===== src/rtl/wb_merge_stage_if.sv =====
// Purpose : bundles the writeback-stage pipeline inputs, the long-latency result
//           channel and the register-file write port into one connection.
// Ports   : slave = wb_merge_stage side, master = upstream pipeline / RF side.
// Flow    : ll_* is valid/ready; stall_o holds the pipeline WB instruction.
interface wb_merge_stage_if #(
   parameter int XLEN  = 64,
   parameter int DEPTH = 4
);
   // pipeline writeback instruction
   logic                     wb_valid_i;
   logic                     wb_mem_to_reg_i;
   logic                     wb_jump_i;
   logic [2:0]               wb_funct3_i;
   logic [XLEN-1:0]          wb_alu_result_i;
   logic [XLEN-1:0]          wb_read_data_i;
   logic [XLEN-1:0]          wb_pc_plus4_i;
   logic [4:0]               wb_rd_i;
   // long-latency result channel
   logic                     ll_valid_i;
   logic                     ll_ready_o;
   logic [XLEN-1:0]          ll_result_i;
   logic [4:0]               ll_rd_i;
   // stall and register-file write port
   logic                     stall_o;
   logic                     rf_we_o;
   logic [4:0]               rf_waddr_o;
   logic [XLEN-1:0]          rf_wdata_o;
   logic [$clog2(DEPTH):0]   buf_count_o;

   modport slave (
      input  wb_valid_i, wb_mem_to_reg_i, wb_jump_i, wb_funct3_i,
             wb_alu_result_i, wb_read_data_i, wb_pc_plus4_i, wb_rd_i,
             ll_valid_i, ll_result_i, ll_rd_i,
      output ll_ready_o, stall_o, rf_we_o, rf_waddr_o, rf_wdata_o, buf_count_o
   );

   modport master (
      output wb_valid_i, wb_mem_to_reg_i, wb_jump_i, wb_funct3_i,
             wb_alu_result_i, wb_read_data_i, wb_pc_plus4_i, wb_rd_i,
             ll_valid_i, ll_result_i, ll_rd_i,
      input  ll_ready_o, stall_o, rf_we_o, rf_waddr_o, rf_wdata_o, buf_count_o
   );
endinterface


===== src/rtl/wb_merge_stage.sv =====
// Purpose : writeback stage merging the pipeline result and a buffered long-latency
//           result channel into one registered RF write port, with load extraction.
// Latency : pipeline result written 1 edge after presentation; ll result >= 2 edges.
// Backpr. : ll_ready_o drops when the FIFO is full; stall_o holds the WB instruction
//           for one cycle when the FIFO head has waited STARVE_LIMIT cycles.
// Ports   : clk, rst_n (sync, active-low), bus (wb_merge_stage_if.slave).

// Small generic synchronous FIFO. No bypass: the head reflects registered state only.
// Caller must not pop when empty nor push when full.
module wb_merge_fifo #(
   parameter int W     = 8,
   parameter int DEPTH = 4
) (
   input  logic                    clk,
   input  logic                    rst_n,
   input  logic                    push,
   input  logic [W-1:0]            push_dat,
   input  logic                    pop,
   output logic [W-1:0]            head_dat,
   output logic [$clog2(DEPTH):0]  count
);
   localparam int AW = $clog2(DEPTH);
   localparam logic [AW-1:0] PTR_ONE = AW'(1);
   localparam logic [AW:0]   CNT_ONE = (AW+1)'(1);

   logic [W-1:0]  mem [DEPTH];
   logic [AW-1:0] wr_ptr;
   logic [AW-1:0] rd_ptr;

   // DEPTH is a power of two, so pointers wrap naturally.
   always_ff @(posedge clk) begin
      if (!rst_n) begin
         wr_ptr <= '0;
         rd_ptr <= '0;
         count  <= '0;
      end else begin
         if (push) wr_ptr <= wr_ptr + PTR_ONE;
         if (pop)  rd_ptr <= rd_ptr + PTR_ONE;
         case ({push, pop})
            2'b10:   count <= count + CNT_ONE;
            2'b01:   count <= count - CNT_ONE;
            default: count <= count;
         endcase
      end
   end

   // Storage needs no reset: entries are only read once counted as valid.
   always_ff @(posedge clk) begin
      if (push) mem[wr_ptr] <= push_dat;
   end

   assign head_dat = mem[rd_ptr];
endmodule

module wb_merge_stage #(
   parameter int XLEN         = 64,
   parameter int DEPTH        = 4,
   parameter int STARVE_LIMIT = 8
) (
   input  logic               clk,
   input  logic               rst_n,
   wb_merge_stage_if.slave    bus
);
   localparam int OFFW  = $clog2(XLEN/8);
   localparam int CNTW  = $clog2(DEPTH) + 1;
   localparam int WAITW = $clog2(STARVE_LIMIT + 1);
   localparam int EW    = XLEN + 5;

   localparam logic [CNTW-1:0]  DEPTH_C = CNTW'(DEPTH);
   localparam logic [WAITW-1:0] LIMIT_C = WAITW'(STARVE_LIMIT);
   localparam logic [WAITW-1:0] WAIT_ONE = WAITW'(1);

   // ------------------------------------------------------------------
   // Load extraction
   // ------------------------------------------------------------------
   logic [OFFW-1:0] off_b;
   logic [OFFW-1:0] off_h;
   logic [OFFW-1:0] off_w;
   logic [7:0]      ld_b;
   logic [15:0]     ld_h;
   logic [31:0]     ld_w;
   logic [XLEN-1:0] lw_val;
   logic [XLEN-1:0] load_val;

   always_comb begin
      // Sub-size offset bits are masked off: accesses are assumed aligned.
      off_b  = bus.wb_alu_result_i[OFFW-1:0];
      off_h  = off_b & ~OFFW'(1);
      off_w  = off_b & ~OFFW'(3);
      ld_b   = 8'(bus.wb_read_data_i  >> {off_b, 3'b000});
      ld_h   = 16'(bus.wb_read_data_i >> {off_h, 3'b000});
      ld_w   = 32'(bus.wb_read_data_i >> {off_w, 3'b000});
      lw_val = XLEN'($signed(ld_w));
      load_val = lw_val;
      case (bus.wb_funct3_i)
         3'b000:  load_val = XLEN'($signed(ld_b));
         3'b001:  load_val = XLEN'($signed(ld_h));
         3'b010:  load_val = lw_val;
         // LD / LWU only exist on RV64; on RV32 they fall back to LW data.
         3'b011:  load_val = (XLEN == 64) ? bus.wb_read_data_i : lw_val;
         3'b100:  load_val = XLEN'(ld_b);
         3'b101:  load_val = XLEN'(ld_h);
         3'b110:  load_val = (XLEN == 64) ? XLEN'(ld_w) : lw_val;
         default: load_val = lw_val;
      endcase
   end

   // ------------------------------------------------------------------
   // Pipeline data select (jump overrides mem_to_reg)
   // ------------------------------------------------------------------
   logic [XLEN-1:0] wb_data;

   always_comb begin
      if (bus.wb_jump_i)
         wb_data = bus.wb_pc_plus4_i;
      else if (bus.wb_mem_to_reg_i)
         wb_data = load_val;
      else
         wb_data = bus.wb_alu_result_i;
   end

   // ------------------------------------------------------------------
   // Long-latency FIFO
   // ------------------------------------------------------------------
   logic            fifo_push;
   logic            fifo_pop;
   logic [EW-1:0]   fifo_head;
   logic [CNTW-1:0] fifo_count;
   logic            fifo_empty;
   logic            ll_ready;
   logic            wb_wr;
   logic            stall;
   logic [WAITW-1:0] wait_cnt;

   assign fifo_empty = (fifo_count == '0);
   // Ready uses the registered count only, so a same-cycle pop never raises it.
   assign ll_ready   = rst_n && (fifo_count < DEPTH_C);
   // rd=0 results are accepted (handshake completes) but have nothing to write.
   assign fifo_push  = bus.ll_valid_i && ll_ready && (bus.ll_rd_i != 5'd0);
   assign wb_wr      = bus.wb_valid_i && (bus.wb_rd_i != 5'd0);
   assign stall      = rst_n && (wait_cnt == LIMIT_C);
   // Stall implies a non-empty FIFO, since the wait counter only runs while occupied.
   assign fifo_pop   = !fifo_empty && (stall || !wb_wr);

   wb_merge_fifo #(
      .W     (EW),
      .DEPTH (DEPTH)
   ) u_fifo (
      .clk      (clk),
      .rst_n    (rst_n),
      .push     (fifo_push),
      .push_dat ({bus.ll_rd_i, bus.ll_result_i}),
      .pop      (fifo_pop),
      .head_dat (fifo_head),
      .count    (fifo_count)
   );

   // ------------------------------------------------------------------
   // Anti-starvation counter: counts cycles the head is left waiting.
   // Reaching the limit forces a pop, which clears it, so stall lasts one cycle.
   // ------------------------------------------------------------------
   always_ff @(posedge clk) begin
      if (!rst_n)
         wait_cnt <= '0;
      else if (fifo_pop || fifo_empty)
         wait_cnt <= '0;
      else
         wait_cnt <= wait_cnt + WAIT_ONE;
   end

   // ------------------------------------------------------------------
   // Registered RF write port
   // ------------------------------------------------------------------
   logic            rf_we_q;
   logic [4:0]      rf_waddr_q;
   logic [XLEN-1:0] rf_wdata_q;

   always_ff @(posedge clk) begin
      if (!rst_n) begin
         rf_we_q    <= 1'b0;
         rf_waddr_q <= '0;
         rf_wdata_q <= '0;
      end else if (stall) begin
         rf_we_q    <= 1'b1;
         rf_waddr_q <= fifo_head[EW-1:XLEN];
         rf_wdata_q <= fifo_head[XLEN-1:0];
      end else if (wb_wr) begin
         rf_we_q    <= 1'b1;
         rf_waddr_q <= bus.wb_rd_i;
         rf_wdata_q <= wb_data;
      end else if (fifo_pop) begin
         rf_we_q    <= 1'b1;
         rf_waddr_q <= fifo_head[EW-1:XLEN];
         rf_wdata_q <= fifo_head[XLEN-1:0];
      end else begin
         // Address/data hold so the RF port toggles only on real writes.
         rf_we_q    <= 1'b0;
      end
   end

   assign bus.ll_ready_o  = ll_ready;
   assign bus.stall_o     = stall;
   assign bus.rf_we_o     = rf_we_q;
   assign bus.rf_waddr_o  = rf_waddr_q;
   assign bus.rf_wdata_o  = rf_wdata_q;
   assign bus.buf_count_o = fifo_count;
endmodule


===== src/flat_wrapper.sv =====
// flat-port wrapper written by rule: the top's interface ports become plain ports
module wb_merge_stage_flat 
#(
   parameter int XLEN         = 64,
   parameter int DEPTH        = 4,
   parameter int STARVE_LIMIT = 8
)
  (clk, rst_n, bus_wb_valid_i, bus_wb_mem_to_reg_i, bus_wb_jump_i, bus_wb_funct3_i, bus_wb_alu_result_i, bus_wb_read_data_i, bus_wb_pc_plus4_i, bus_wb_rd_i, bus_ll_valid_i, bus_ll_result_i, bus_ll_rd_i, bus_ll_ready_o, bus_stall_o, bus_rf_we_o, bus_rf_waddr_o, bus_rf_wdata_o, bus_buf_count_o);
  wb_merge_stage_if #(.XLEN(XLEN), .DEPTH(DEPTH)) bus_i ();
  input  logic clk;
  input  logic rst_n;
  input wire logic [$bits(bus_i.wb_valid_i)-1:0] bus_wb_valid_i;
  input wire logic [$bits(bus_i.wb_mem_to_reg_i)-1:0] bus_wb_mem_to_reg_i;
  input wire logic [$bits(bus_i.wb_jump_i)-1:0] bus_wb_jump_i;
  input wire logic [$bits(bus_i.wb_funct3_i)-1:0] bus_wb_funct3_i;
  input wire logic [$bits(bus_i.wb_alu_result_i)-1:0] bus_wb_alu_result_i;
  input wire logic [$bits(bus_i.wb_read_data_i)-1:0] bus_wb_read_data_i;
  input wire logic [$bits(bus_i.wb_pc_plus4_i)-1:0] bus_wb_pc_plus4_i;
  input wire logic [$bits(bus_i.wb_rd_i)-1:0] bus_wb_rd_i;
  input wire logic [$bits(bus_i.ll_valid_i)-1:0] bus_ll_valid_i;
  input wire logic [$bits(bus_i.ll_result_i)-1:0] bus_ll_result_i;
  input wire logic [$bits(bus_i.ll_rd_i)-1:0] bus_ll_rd_i;
  output wire logic [$bits(bus_i.ll_ready_o)-1:0] bus_ll_ready_o;
  output wire logic [$bits(bus_i.stall_o)-1:0] bus_stall_o;
  output wire logic [$bits(bus_i.rf_we_o)-1:0] bus_rf_we_o;
  output wire logic [$bits(bus_i.rf_waddr_o)-1:0] bus_rf_waddr_o;
  output wire logic [$bits(bus_i.rf_wdata_o)-1:0] bus_rf_wdata_o;
  output wire logic [$bits(bus_i.buf_count_o)-1:0] bus_buf_count_o;
  assign bus_i.wb_valid_i = bus_wb_valid_i;
  assign bus_i.wb_mem_to_reg_i = bus_wb_mem_to_reg_i;
  assign bus_i.wb_jump_i = bus_wb_jump_i;
  assign bus_i.wb_funct3_i = bus_wb_funct3_i;
  assign bus_i.wb_alu_result_i = bus_wb_alu_result_i;
  assign bus_i.wb_read_data_i = bus_wb_read_data_i;
  assign bus_i.wb_pc_plus4_i = bus_wb_pc_plus4_i;
  assign bus_i.wb_rd_i = bus_wb_rd_i;
  assign bus_i.ll_valid_i = bus_ll_valid_i;
  assign bus_i.ll_result_i = bus_ll_result_i;
  assign bus_i.ll_rd_i = bus_ll_rd_i;
  assign bus_ll_ready_o = bus_i.ll_ready_o;
  assign bus_stall_o = bus_i.stall_o;
  assign bus_rf_we_o = bus_i.rf_we_o;
  assign bus_rf_waddr_o = bus_i.rf_waddr_o;
  assign bus_rf_wdata_o = bus_i.rf_wdata_o;
  assign bus_buf_count_o = bus_i.buf_count_o;
  wb_merge_stage #(.XLEN(XLEN), .DEPTH(DEPTH), .STARVE_LIMIT(STARVE_LIMIT)) u_core (.clk(clk), .rst_n(rst_n), .bus(bus_i));
endmodule

===== config.mk =====
export PLATFORM = sky130hd
export DESIGN_NAME = wb_merge_stage_flat
export DESIGN_NICKNAME = d
export VERILOG_FILES = /design/src/rtl/wb_merge_stage_if.sv /design/src/rtl/wb_merge_stage.sv /design/src/flat_wrapper.sv
export SDC_FILE = /design/constraint.sdc
export NUM_CORES = 1
export LEC_CHECK = 0
export ABC_AREA = 1
export CAP_MARGIN = 20
export CORE_ASPECT_RATIO = 0.7
export CORE_MARGIN = 4
export CORE_UTILIZATION = 45
export DETAILED_ROUTE_END_ITERATION = 12
export PLACE_DENSITY = 0.73
export SYNTH_ARGS = -nofsm -noshare
export SYNTH_HDL_FRONTEND = slang
export SYNTH_SLANG_ARGS = --single-unit

===== constraint.sdc =====
create_clock -name clk -period 5.2 [get_ports clk]
set_input_delay 1.04 -clock clk [delete_from_list [all_inputs] [get_ports clk]]
set_output_delay 1.04 -clock clk [all_outputs]
set_load 0.05 [all_outputs]

==> Yosys cells after proc, flatten, opt, wreduce, memory -nomap -nowiden <==
Memory sizes are Yosys's and may differ from the RTL's. A register that Yosys moved wholly into a read port is not among the register bits.
Cells that the tools add are included.
{ "word_totals": {"regBits": 81, "latch_bits": 0, "ram_bits": 276, "romBits": 0, "inputBits": 275, "output_inout_bits": 75, "wordCells": 60, "n_memories": 1} }
{ "memory_table": {"columns": ["name", "words", "width", "read_ports", "rd_clocked_by_memory_dff", "wr", "line_no", "source"], "rows": [
  ["u_core.u_fifo.mem", 4, 69, 1, 1, 1, "wb_merge_stage.sv:26", "logic [W-1:0] mem [DEPTH];"]
]} }
{ "classes": {"add_sub_neg": 5, "multipliers": 0, "div": 0, "magnitude_cmp": 1, "eq_ne": 8, "shifts": 3, "mux": 17, "bitwise": 1, "reduce_logical": 17} }
{ "ops": {"columns": ["operator", "n"], "rows": [
  ["64-bit case mux with 6 select lines", 1],
  ["64-bit 2-to-1 mux", 5],
  ["64-bit by 6-bit >> shifter with 16-bit output", 1],
  ["64-bit by 6-bit >> shifter with 32-bit output", 1],
  ["64-bit by 6-bit >> shifter with 8-bit output", 1],
  ["5-bit 2-to-1 mux", 3],
  ["5-bit nonzero test", 2],
  ["3-bit equality test, second input constant", 3],
  ["1-bit logical AND", 6],
  ["3-bit zero test", 2],
  ["3-bit case mux with 2 select lines", 1],
  ["1-bit 2-to-1 mux", 5],
  ["2-bit by 1-bit adder with 2-bit output, second input constant", 2],
  ["4-bit by 1-bit adder with 4-bit output, second input constant", 1],
  ["4-bit equality test, second input constant", 1],
  ["2-bit 2-to-1 mux", 2],
  ["3-bit by 1-bit adder with 3-bit output, second input constant", 1],
  ["3-bit by 1-bit equality test with 1-bit output, second input constant", 1],
  ["3-bit by 2-bit equality test with 1-bit output, second input constant", 1],
  ["3-bit less-than comparator, second input constant", 1],
  ["3-bit nonzero test", 1],
  ["3-bit by 1-bit subtractor with 3-bit output, second input constant", 1],
  ["2-bit by 1-bit equality test with 1-bit output, second input constant", 1],
  ["2-bit equality test, second input constant", 1],
  ["5 further kinds", 7]
]} }

==> Longest topological paths before layout <==
{ "depth": {"word_depth": 8, "ltp_mapped": 15, "ltp_nobuf": 13} }

==> By module <==
A second synthesis with hierarchy kept.
{ "unflattened": {"hier_cells": 1915, "hier_area_um2": 17361.7} }
{ "by_module_without_submodules": {"columns": ["module", "instances", "cells_per_inst", "area_per_inst_um2", "seq_area_each_um2"], "rows": [
  ["wb_merge_fifo", 1, 722, 10665.2, 8468.1],
  ["wb_merge_stage", 1, 1193, 6696.4, 1481.4]
]} }

==> Worst setup path after synthesis <==
Ideal clock, no wire load.
{ "synth_timing": {"path_kind": "input to register", "startpoint": "input port rst_n", "endpoint": "memory u_core.u_fifo.mem[0][0] in the netlist's numbering (enable)", "setup_time_ps": 497, "arrival_time_ps": 5357, "required_ps": 4703, "slack_ps": -654, "path_stages": 5, "path_buffers": 1, "cell_sequence": "buf_2 inv_1 nor2_1 nand3_1 nor2_1"} }
{ "synth_via": {"elab_chain_len": 5} }
{ "synth_lines": {"columns": ["element", "line_no", "source"], "rows": [
  ["start, declared", "flat_wrapper.sv:11", "input logic rst_n;"],
  ["1-bit logical AND", "wb_merge_stage.sv:137", "assign ll_ready = rst_n && (fifo_count < DEPTH_C);"],
  ["net bus_ll_ready_o", "flat_wrapper.sv:23", "output wire logic [$bits(bus_i.ll_ready_o)-1:0] bus_ll_ready_o;"],
  ["1-bit logical AND (2 in a row)", "wb_merge_stage.sv:139", "assign fifo_push = bus.ll_valid_i && ll_ready && (bus.ll_rd_i != 5'd0);"],
  ["1-bit 2-to-1 mux", "wb_merge_stage.sv:49", "if (push) mem[wr_ptr] <= push_dat;"],
  ["1-bit 2-to-1 mux (implied by the code)", "wb_merge_stage.sv:49", null],
  ["end, declared", "wb_merge_stage.sv:26", null]
]} }
The timed path passes the listed nets, and every way through them passes these cells.

==> Worst setup path after layout <==
{ "layout_timing": {"startpoint": "input port rst_n", "endpoint": "output port bus_ll_ready_o"} }
{ "layout_via": {"elab_chain_len": 1} }
{ "layout_lines": {"columns": ["element", "line_no"], "rows": [
  ["1-bit logical AND", "wb_merge_stage.sv:137"],
  ["end, declared", "flat_wrapper.sv:23"]
]} }
Every way passes these cells.

==> run summary <==
type of the worst min-delay path - reg2reg
starting density of the core - 46.0%
family with the most delay on the worst path - buffers and inverters
Placer Congestion - 0.952
commonest non-fill, non-tap cell in the layout - nand2_1
Worst path slowest cell - clkdlybuf4s50_1
Post-DP HPWL - 40700 um
startpoint types - input port
Worst Setup End Kind - output port
CTS tree - yes
total power draw - 9050 uW
via count - 15.5k
Place WS - 1190 ps
CP bufs+invs - 3
drt pass-1 iters - 6
CORE AREA - 37500 um2
post_cts resized - 0
share of power burned in registers - 39.4%
layout cell share with drive strength beyond 1 - 4.54%
vias in the first global route - 14.5k
full die area - 41600 um2
RSZ-0062 raised after global routing - no
setup slack after layout - 1260 ps
initial antenna violation count - 7
Internal Power - 6000 uW
commonest cells after routing, fill and taps aside - nand2_1, clkdlybuf4s50_1, edfxtp_1, a21oi_1, nor2_1
chip height - 172 um
clk_lat worst skew - 530 ps
crit-path max cell delay - 830 ps
final worst path period share - 75.8%
Die X - 242 um
Congestion Overflow GR - 0
HP Start - u_core.bus.rf_wdata_o[48]$_SDFFE_PN0P_
Iter 0 DRT Violations - 1957
Clock Power Share - 30.5%
post-route ant nets - 0
clock buffer depth - 3
Critical Path AT - 2900 ps
power share of the combinational group - 30.1%
Synth cell types - 33
Syn Inst Count - 1948
sequential share of the synthesized area - 57.6%
final slew viol count - 0
YS warnings - 0
All-Layer GR Usage - 27.4%
synthesized area - 17300 um2
Area growth, synth to finish - 29.0%
routed vias/inst - 5.64
max_cap viols - 0
Leakage - 0.00854 uW
CTS hold repair buffers - 0
Tightest Pin Transition - 1080 ps
largest net degree at the start of global routing - 135
cell mode on critical path - clkdlybuf4s50_1
post-synth net total - 2231
DR WL/cell - 21.8 um
Rows - 59
Power Density - 406 nW/um2
Psw - 3060 uW
DRC violations left - 0
CTS buffer count - 36
crit path time final - 3940 ps
maximum VDD drop - 0.000265 V
# clock sinks - 359
crit-path max FO - 9
postcts setup bufs - 0
Mapped Avg Cell Area - 8.86 um2
CTS Root Cell - clkbuf_16
Layout Skew - 14.9 ps
Seq cells post-synth - 359
FMAX - 254 MHz
Clk pin slew, worst setup/hold paths - 60 ps
first-pass GRT wire length - 88100 um
IO buf count - 349
sw frac - 33.8%
Hold WS - 453 ps
Final Hold Fails - 0
status - complete, no violations
H-tree depth - 2
nets - 2501
Critical Path Start - rst_n
kind of critical path - in2out
Required @ worst endpoint - 4160 ps
drt total wl - 59800 um
Setup violations, final - 0
fillcell total - 3202
I/O pin count - 350
Worst slew margin - 27.9%
Cell Chain, Critical Path - clkdlybuf4s50_1, inv_1, nor2_1, clkdlybuf4s50_1
cell type report:
type	count	area, um2	share of cell area (%)
Clock buffer	51	1020	4.58
Multi-Input combinational cell	1413	6550	29.4
Sequential cell	359	9960	44.7
Clock inverter	15	235	1.06
Antenna cell	4	10.0	0.0449
Timing Repair Buffer	370	3750	16.8
Inverter	38	145	0.652
Tap cell	488	611	2.74
tightest hold or removal path, stage by stage, from the launching register on:
cell and delay [ps]:
dfxtp_1 310, nand2_1 60, nand2_1 40
layer usage:
metal	track usage (%)	share of wire [%]	wire length [um]
met1	39.0	42	25400
met2	42.5	45	27000
met3	6.03	9.7	5780
met4	7.89	2.5	1510
met5	0	0.10	60
logic make-up (layout without fill, tap and decap cells):
group                      Yosys count  count (layout)  share of synthesized area, %
and+or+nand+nor                   1061            1061                          24.8
DFF                                359             359                          57.6
AOI/OAI and AO/OA                  336             336                          11.8
buffers and inverters              176             474                          4.65
adders and majority gates            8               8                         0.623
muxes                                5               5                         0.290
xor gates and xnor gates             3               3                         0.152
other                                0               4                             0
metrics by stage:
step	TNS (ps)	utilization [%]	cell area [um2]	cells
after global routing	0	59.4	22300	2737
after floorplan	-180500	-	17300	1948
after detailed placement	0	55.9	21000	2667
after CTS	0	59.3	22200	2733
final	0	59.4	22300	2738
after global placement	0	55.9	21000	2667
cells in the mapped netlist (all sizes together):
cell type	n	area share [%]
ha	7	0.51
xor2	2	0.10
xnor2	1	0.051
o211ai	7	0.30
nand2	791	17
dfxtp	83	9.6
nand4	64	2.3
a32o	64	3.7
fa	1	0.12
nand3b	7	0.30
nor2	145	3.2
buf	64	2.2
o21a	1	0.044
nand3	51	1.7
nor3	3	0.087
a32oi	5	0.25
inv	38	0.83
edfxtp	276	48
mux2i	5	0.29
clkbuf	74	1.6
o21ai	20	0.58
a21oi	239	7.0
path summary, 6_finish.rpt:
path | slack, ps | cells after the start | endpoint
worst max register to register | 2520 | 7 | u_core.bus.rf_wdata_o[25]$_SDFFE_PN0P_
worst min-delay path | 450 | 2 | u_core.bus.rf_wdata_o[48]$_SDFFE_PN0P_
worst max-delay path | 1260 | 4 | bus_ll_ready_o
worst min register to register | 450 | 2 | u_core.bus.rf_wdata_o[48]$_SDFFE_PN0P_
registers in the layout, indices dropped and copies added (netlist names), named ones only:
signal	cells
u_core.u_fifo.mem	276
u_core.bus.rf_wdata_o	64
u_core.bus.rf_waddr_o	5
u_core.wait_cnt	4
u_core.u_fifo.count	3
u_core.u_fifo.rd_ptr	2
u_core.u_fifo.wr_ptr	2
u_core.bus.rf_we_o	1
power groups by stage:
stage          clock network (uW)  registers, uW  logic, uW
2_1_floorplan                   0           4010       1270
5_1_grt                      2940           3590       2930
3_3_place_gp                    0           3610       2640
6_report                     2760           3560       2730
4_1_cts                      2800           3560       2700
3_5_place_dp                    0           3620       2670
Power figures use the tool's default switching activity.
